`config.mk`:
```
export PLATFORM = sky130hd
export DESIGN_NAME = width_up_conv
export DESIGN_NICKNAME = d
export VERILOG_FILES = /design/src/rtl/width_up_conv.sv
export SDC_FILE = /design/constraint.sdc
export NUM_CORES = 1
export LEC_CHECK = 0
export ABC_AREA = 1
export BUFFER_PORTS_ARGS = -buffer_cell sky130_fd_sc_hd__buf_2
export CORE_UTILIZATION = 34
export DETAILED_ROUTE_END_ITERATION = 8
export PLACE_DENSITY = 0.49
export SETUP_SLACK_MARGIN = 0.5
export SYNTH_ARGS = -nofsm -noshare
export SYNTH_HDL_FRONTEND = slang
export SYNTH_SLANG_ARGS = --single-unit
```
`constraint.sdc`:
```
create_clock -name clk -period 3.4 [get_ports clk]
set_input_delay 0.17 -clock clk [delete_from_list [all_inputs] [get_ports clk]]
set_output_delay 0.17 -clock clk [all_outputs]
set_load 0.1 [all_outputs]
```
`src/rtl/width_up_conv.sv`:
```
// Narrow-to-wide stream packer: gathers RATIO beats of IN_W bits into one registered word,
// with keep/last sideband. Build macro WIDTH_UP_CONV_ZERO_PAD_EN zeroes unfilled lanes.
module width_up_conv #(
    parameter int IN_W      = 8,
    parameter int RATIO     = 4,
    parameter int MSB_FIRST = 1
) (
    input  logic                  clk,
    input  logic                  rst,
    input  logic                  valid_in,
    output logic                  ready_in,
    input  logic [IN_W-1:0]       data_in,
    input  logic                  last_in,
    output logic                  valid_out,
    input  logic                  ready_out,
    output logic [IN_W*RATIO-1:0] data_out,
    output logic [RATIO-1:0]      keep_out,
    output logic                  last_out
);

    localparam int OUT_W = IN_W * RATIO;
    localparam int CNT_W = (RATIO <= 2) ? 1 : $clog2(RATIO);
    localparam logic [CNT_W-1:0] LAST_CNT = CNT_W'(RATIO - 1);

    logic [CNT_W-1:0] r_cnt;
    logic [OUT_W-1:0] r_acc;
    logic [RATIO-1:0] r_acc_keep;
    logic             r_valid_out;
    logic [OUT_W-1:0] r_data_out;
    logic [RATIO-1:0] r_keep_out;
    logic             r_last_out;

    logic             w_ready_in;
    logic             w_accept;
    logic             w_complete;
    logic [CNT_W-1:0] w_lane;
    logic [OUT_W-1:0] w_acc_next;
    logic [RATIO-1:0] w_keep_next;

    // An input beat can move whenever the output register is empty or being drained this cycle.
    assign w_ready_in = !r_valid_out || ready_out;
    assign w_accept   = valid_in && w_ready_in;
    assign w_complete = w_accept && ((r_cnt == LAST_CNT) || last_in);
    assign w_lane     = (MSB_FIRST != 0) ? (LAST_CNT - r_cnt) : r_cnt;

    always_comb begin
        w_acc_next  = r_acc;
        w_keep_next = r_acc_keep;
        for (int i = 0; i < RATIO; i++) begin
            if (CNT_W'(i) == w_lane) begin
                w_acc_next[i*IN_W +: IN_W] = data_in;
                w_keep_next[i]             = 1'b1;
            end
        end
    end

    always_ff @(posedge clk) begin
        if (rst) begin
            r_cnt      <= '0;
            r_acc      <= '0;
            r_acc_keep <= '0;
        end else if (w_accept) begin
            if (w_complete) begin
                r_cnt      <= '0;
                r_acc_keep <= '0;
`ifdef WIDTH_UP_CONV_ZERO_PAD_EN
                r_acc      <= '0;
`else
                // Stale lanes are left in place; keep_out tells the consumer which lanes are real.
                r_acc      <= w_acc_next;
`endif
            end else begin
                r_cnt      <= r_cnt + CNT_W'(1);
                r_acc      <= w_acc_next;
                r_acc_keep <= w_keep_next;
            end
        end
    end

    always_ff @(posedge clk) begin
        if (rst) begin
            r_valid_out <= 1'b0;
            r_data_out  <= '0;
            r_keep_out  <= '0;
            r_last_out  <= 1'b0;
        end else if (w_complete) begin
            r_valid_out <= 1'b1;
            r_data_out  <= w_acc_next;
            r_keep_out  <= w_keep_next;
            r_last_out  <= last_in;
        end else if (ready_out) begin
            r_valid_out <= 1'b0;
        end
    end

    assign ready_in  = w_ready_in;
    assign valid_out = r_valid_out;
    assign data_out  = r_data_out;
    assign keep_out  = r_keep_out;
    assign last_out  = r_last_out;

endmodule

```
Yosys cells after proc, flatten, opt, wreduce, memory -nomap -nowiden:

Index checks and enable logic that the tools add are counted.

* bits in registers: 76
* bits of input ports: 13
* output and inout bits: 39
* word-level logic and storage cells: 32

* add/subtract/negate cells: 2
* equal/unequal tests: 4
* mux-type cells: 12
* reduce and logical (&&, ||, !) cells: 7

Operators with widths (count)
* $mux W8: 4
* $mux W1: 6
* $eq A2 B2 Y1 const A: 2
* $mux W4: 1
* $add A2 B1 Y2 const B: 1
* $eq A1 B2 Y1 const A: 1
* $eq A2 B2 Y1 const B: 1
* $logic_and A1 B1 Y1: 2
* $logic_not A2 Y1: 1
* $logic_or A1 B1 Y1: 2
* $mux W2: 1
* $reduce_bool A2 Y1: 1
* $sub A2 B2 Y2 const A: 1
* $logic_not A1 Y1: 1

Longest topological paths before layout:

* word-level depth: 5
* depth in mapped cells: 9
* gate-level depth less buffers: 7

Worst setup path after synthesis:

Ideal clock, no wire load.

* path kind: register to register
* start point: register r_valid_out (netlist: valid_out)
* end point: register r_acc[0]
* setup time: 0.070 ns
* data arrival time: 2.652 ns
* data required time: 3.330 ns
* path slack: 0.677 ns
* cell stages (with the launch flop): 6
* path buffers: 1
* period minus slack after synthesis: 2.723 ns
* cell sequence: dfxtp_1 -> nand2_1 -> nand2_1 -> buf_2 -> nand2_1 -> a21oi_1

* longest elaborated chain between the ends: 3

RTL lines
* from (decl): RTL line 28 `logic r_valid_out;`
* from (signal assigned): RTL line 82 `r_valid_out <= 1'b0;`
* from (signal assigned): RTL line 87 `r_valid_out <= 1'b1;`
* from (signal assigned): RTL line 92 `r_valid_out <= 1'b0;`
* $logic_not A1 Y1: RTL line 41 `assign w_ready_in = !r_valid_out || ready_out;`
* $logic_or A1 B1 Y1: RTL line 41
* via ready_in: RTL line 11 `output logic ready_in,`
* $logic_and A1 B1 Y1: RTL line 42 `assign w_accept = valid_in && w_ready_in;`
* to (signal assigned): RTL line 70 `r_acc <= w_acc_next;`
* to (signal assigned): RTL line 74 `r_acc <= w_acc_next;`
* to (decl): RTL line 26 `logic [OUT_W-1:0] r_acc;`

The timed path passes the listed nets, and every way through them passes these cells.
A chain may end at the register's enable or synchronous reset.

Final worst setup path:

* start point: register r_cnt[0]
* end point: register r_data_out[25] (netlist: data_out[25])

* longest elaborated chain between the ends: 3
* elaborated cells between the ends (all ways): 6
* classes of those cells: add/sub: 1; eq/ne: 2; mux: 1; reduce/logical: 2

RTL lines
* from (decl): RTL line 25 `logic [CNT_W-1:0] r_cnt;`
* from (signal assigned): RTL line 73 `r_cnt <= r_cnt + CNT_W'(1);`
* $sub A2 B2 Y2 / $eq A2 B2 Y1 (equally long branches): RTL line 44, 43
* $eq A2 B2 Y1 / $logic_or A1 B1 Y1 (equally long branches): RTL line 50, 43
* $mux W8 / $logic_and A1 B1 Y1 (equally long branches): RTL line 50, 43
* to (signal assigned): RTL line 88 `r_data_out <= w_acc_next;`
* to (decl): RTL line 29 `logic [OUT_W-1:0] r_data_out;`

Several ways; a longest one is shown, not always the timed one.

==> out/metrics.cfg <==
[run_status]
status=finished, final reports clean

[sta]
fin_crit_sh_pct=61.58
rsz0062_at_grt=false
period_minus_slack_ns=2.094
fin_tns_setup_ns=0
hold_viol=0
skew_ns=0.009732
max_slew_margin_pct=29.42
setup_viol=0
worst_slew_pin_slew_ns=1.059
fmax_ghz=0.4776
slew_violations=0

[grt]
met1_usage_pct=24.07
grt_overflow=0
use_met2_pct=27.56
grt_busiest_layer=met2
grt_pass1_vias=2690
grt_util_all_layers_pct=17.72
gr-usage-met3_pct=4.646
antenna_found_initial=0
grt_max_degree=65
grt_pass1_wl_um=13670

[worst_setup_path]
slowest_delay_ns=0.41
slowest_stage=ha_1
path_class=reg2reg
cp_num_buf_inv=2
start_kind=register
arrival_ns=2.33
critPathMaxFanout=38
crit_chain=ha_1 > inv_6 > nand2_8 > nand3_4 > buf_4 > nand3_1 > o21ai_0
critPathCaptureType=register
required_ns=3.64
crit_family=simple AND/OR/NAND/NOR gates

[placed_design]
dp_hpwl_um=5328
io_buffers=51
gp_congestion=0.7747
dpl_cell_area_um2=3556
dp_cells=622

[synthesis]
ys_seq_area_share_pct=45.90
synth_top_area_share_pct=45.90
ys.warnings.count=0
synthTopCellsByArea=dfxtp_1 46%, nand2_1 24%, a21oi_1 5.4%, nand3_1 4.4%, inv_1 2.8%
ys_types=22
ys_ff_latch=76
synth.avg_cell_area_um2=7.037
synth.largest_area_cell=dfxtp_1
syn_nets=488
mappedNetlistArea_um2=3314
synth_cells=471

[floorplanning]
pin_count=52
core_area_um2=9328
die_area_um2=10150
fp.dieW_um=100.7
die_h_um=100.7
rows=35
start_util_pct=35.53

[clock_tree]
clk_pin_slew_ns=0.08
numCtsBuffers=9
clockRootBuffer=clkbuf_8
cts.sinks=76
h-tree-depth=3
ctsResizeCount=0
cts_tree=built
worstSkewPairLatency_ns=0.35
clk_path_buf_depth=2
cts_setup_buffers=0
cts_hold_buf=0

[flow_run]
maxCapViolCount=0

[drt]
ant_nets=0
wl_um=8299
drc=0
dr_total_vias=2932
drt_first_pass_iters=4
drt_iter0_drc=117
wire_per_inst_um=13.01
vias_per_cell=4.596

[cells_and_area]
syn2layout_area_growth_pct=13.82
final_cells=638
final_nets=521
drive_above_1_share_pct=15.52
fillers=1040
stdcell_area_um2=3772
n_antenna_cell=0

[power]
total_power_mw=2.056
power.leakage_nw=1.727
power.density_nw_per_um2=545.1
peakVddDrop_mv=0.2513

[worst_hold_path]
hold_class=in2reg

-- worst register-to-register path, delay by kind of cell, from the launching register on --
| kind | cells | cell delay, ns |
|---|---|---|
| compound gates | 1 | 0.09 |
| flops | 1 | 0.39 |
| simple gates | 3 | 0.59 |
| fa+ha+maj | 1 | 0.41 |
| buf+inv | 2 | 0.51 |
-- synth_stat cells --
master	instances
a21oi_1	36
a21oi_2	1
buf_1	2
buf_2	13
buf_4	4
buf_6	7
clkbuf_1	5
clkbuf_2	1
dfxtp_1	76
ha_1	4
inv_1	25
inv_2	1
inv_6	1
nand2_1	208
nand2_8	1
nand3_1	29
nand3_4	1
nand4_1	6
nor2_1	22
o21ai_0	8
o21ai_1	15
o21ai_2	5
-- layout make-up --
type                    instances  area, um^2  share of cell area, %
inverters                      27       106.4                  2.819
repair buffers                 54       277.8                  7.363
flip-flops and latches         76        1521                  40.33
clock inverters                 5       75.07                  1.990
well taps                     129       161.4                  4.279
multi-input cells             336        1489                  39.47
clock buffers                  11       141.4                  3.748
-- power by group --
group | leakage [nW] | internal [mW] | switching, mW
Sequential | 0.618 | 0.926 | 0.0177
Combinational | 0.996 | 0.0681 | 0.286
Clock | 0.113 | 0.430 | 0.329
-- cell usage in the layout, fill, tap and decap left out --
cell type,n
nand2_1,208
nand2_8,1
o21ai_2,5
dfxtp_1,76
bufinv_16,2
ha_1,4
nor2_1,22
o21ai_1,15
a21oi_4,1
clkbuf_8,10
o21ai_0,8
nand3_1,29
a21oi_1,36
buf_4,3
inv_1,25
nand3_4,1
nand4_1,6
inv_2,1
clkinv_2,3
clkbuf_1,1
buf_2,51
inv_6,1
-- through the flow --
stage	hold slack, ns	setup WS (ns)	utilization (%)
final	0.08886	1.306	40.44
after detailed placement	0.4256	1.261	38.12
after floorplan	0.3174	0.6774	-
after global routing	0.07939	1.112	40.44
after global placement	0.4306	1.361	38.12
after CTS	0.07369	1.258	40.44
-- flip-flops by register name (all words and copies together), names as in the netlist --
register,count
data_out,32
keep_out,4
last_out,1
r_acc,32
r_acc_keep,4
r_cnt,2
valid_out,1
-- per-layer routing --
layer / vias up / wire length [um]
met5: - / 0
met4: 0 / 90
met3: 10 / 416
met2: 63 / 3634
met1: 1309 / 4158
li1: 1550 / -
-- worst paths after layout --
path | from | to | slack, ns | cells after the start
worst max-delay path | r_cnt[0]$_SDFFE_PP0P_ | data_out[25]$_SDFFE_PP0P_ | 1.31 | 7
worst min-delay path | last_in | last_out$_SDFFE_PP0P_ | 0.09 | 3
worst max register to register | r_cnt[0]$_SDFFE_PP0P_ | data_out[25]$_SDFFE_PP0P_ | 1.31 | 7
worst min register to register | r_acc_keep[0]$_SDFFE_PP0P_ | r_acc_keep[0]$_SDFFE_PP0P_ | 0.44 | 2
-- kinds of logic (layout without fill, tap and decap cells) --
group	after synthesis	in the layout	share of synthesized area (%)
buffers and inverters	59	97	9.400
adders and majority gates	4	4	1.510
DFF	76	76	45.90
AOI/OAI and AO/OA	65	65	10.49
and+or+nand+nor	267	267	32.69
(Power assumes the default switching activity.)
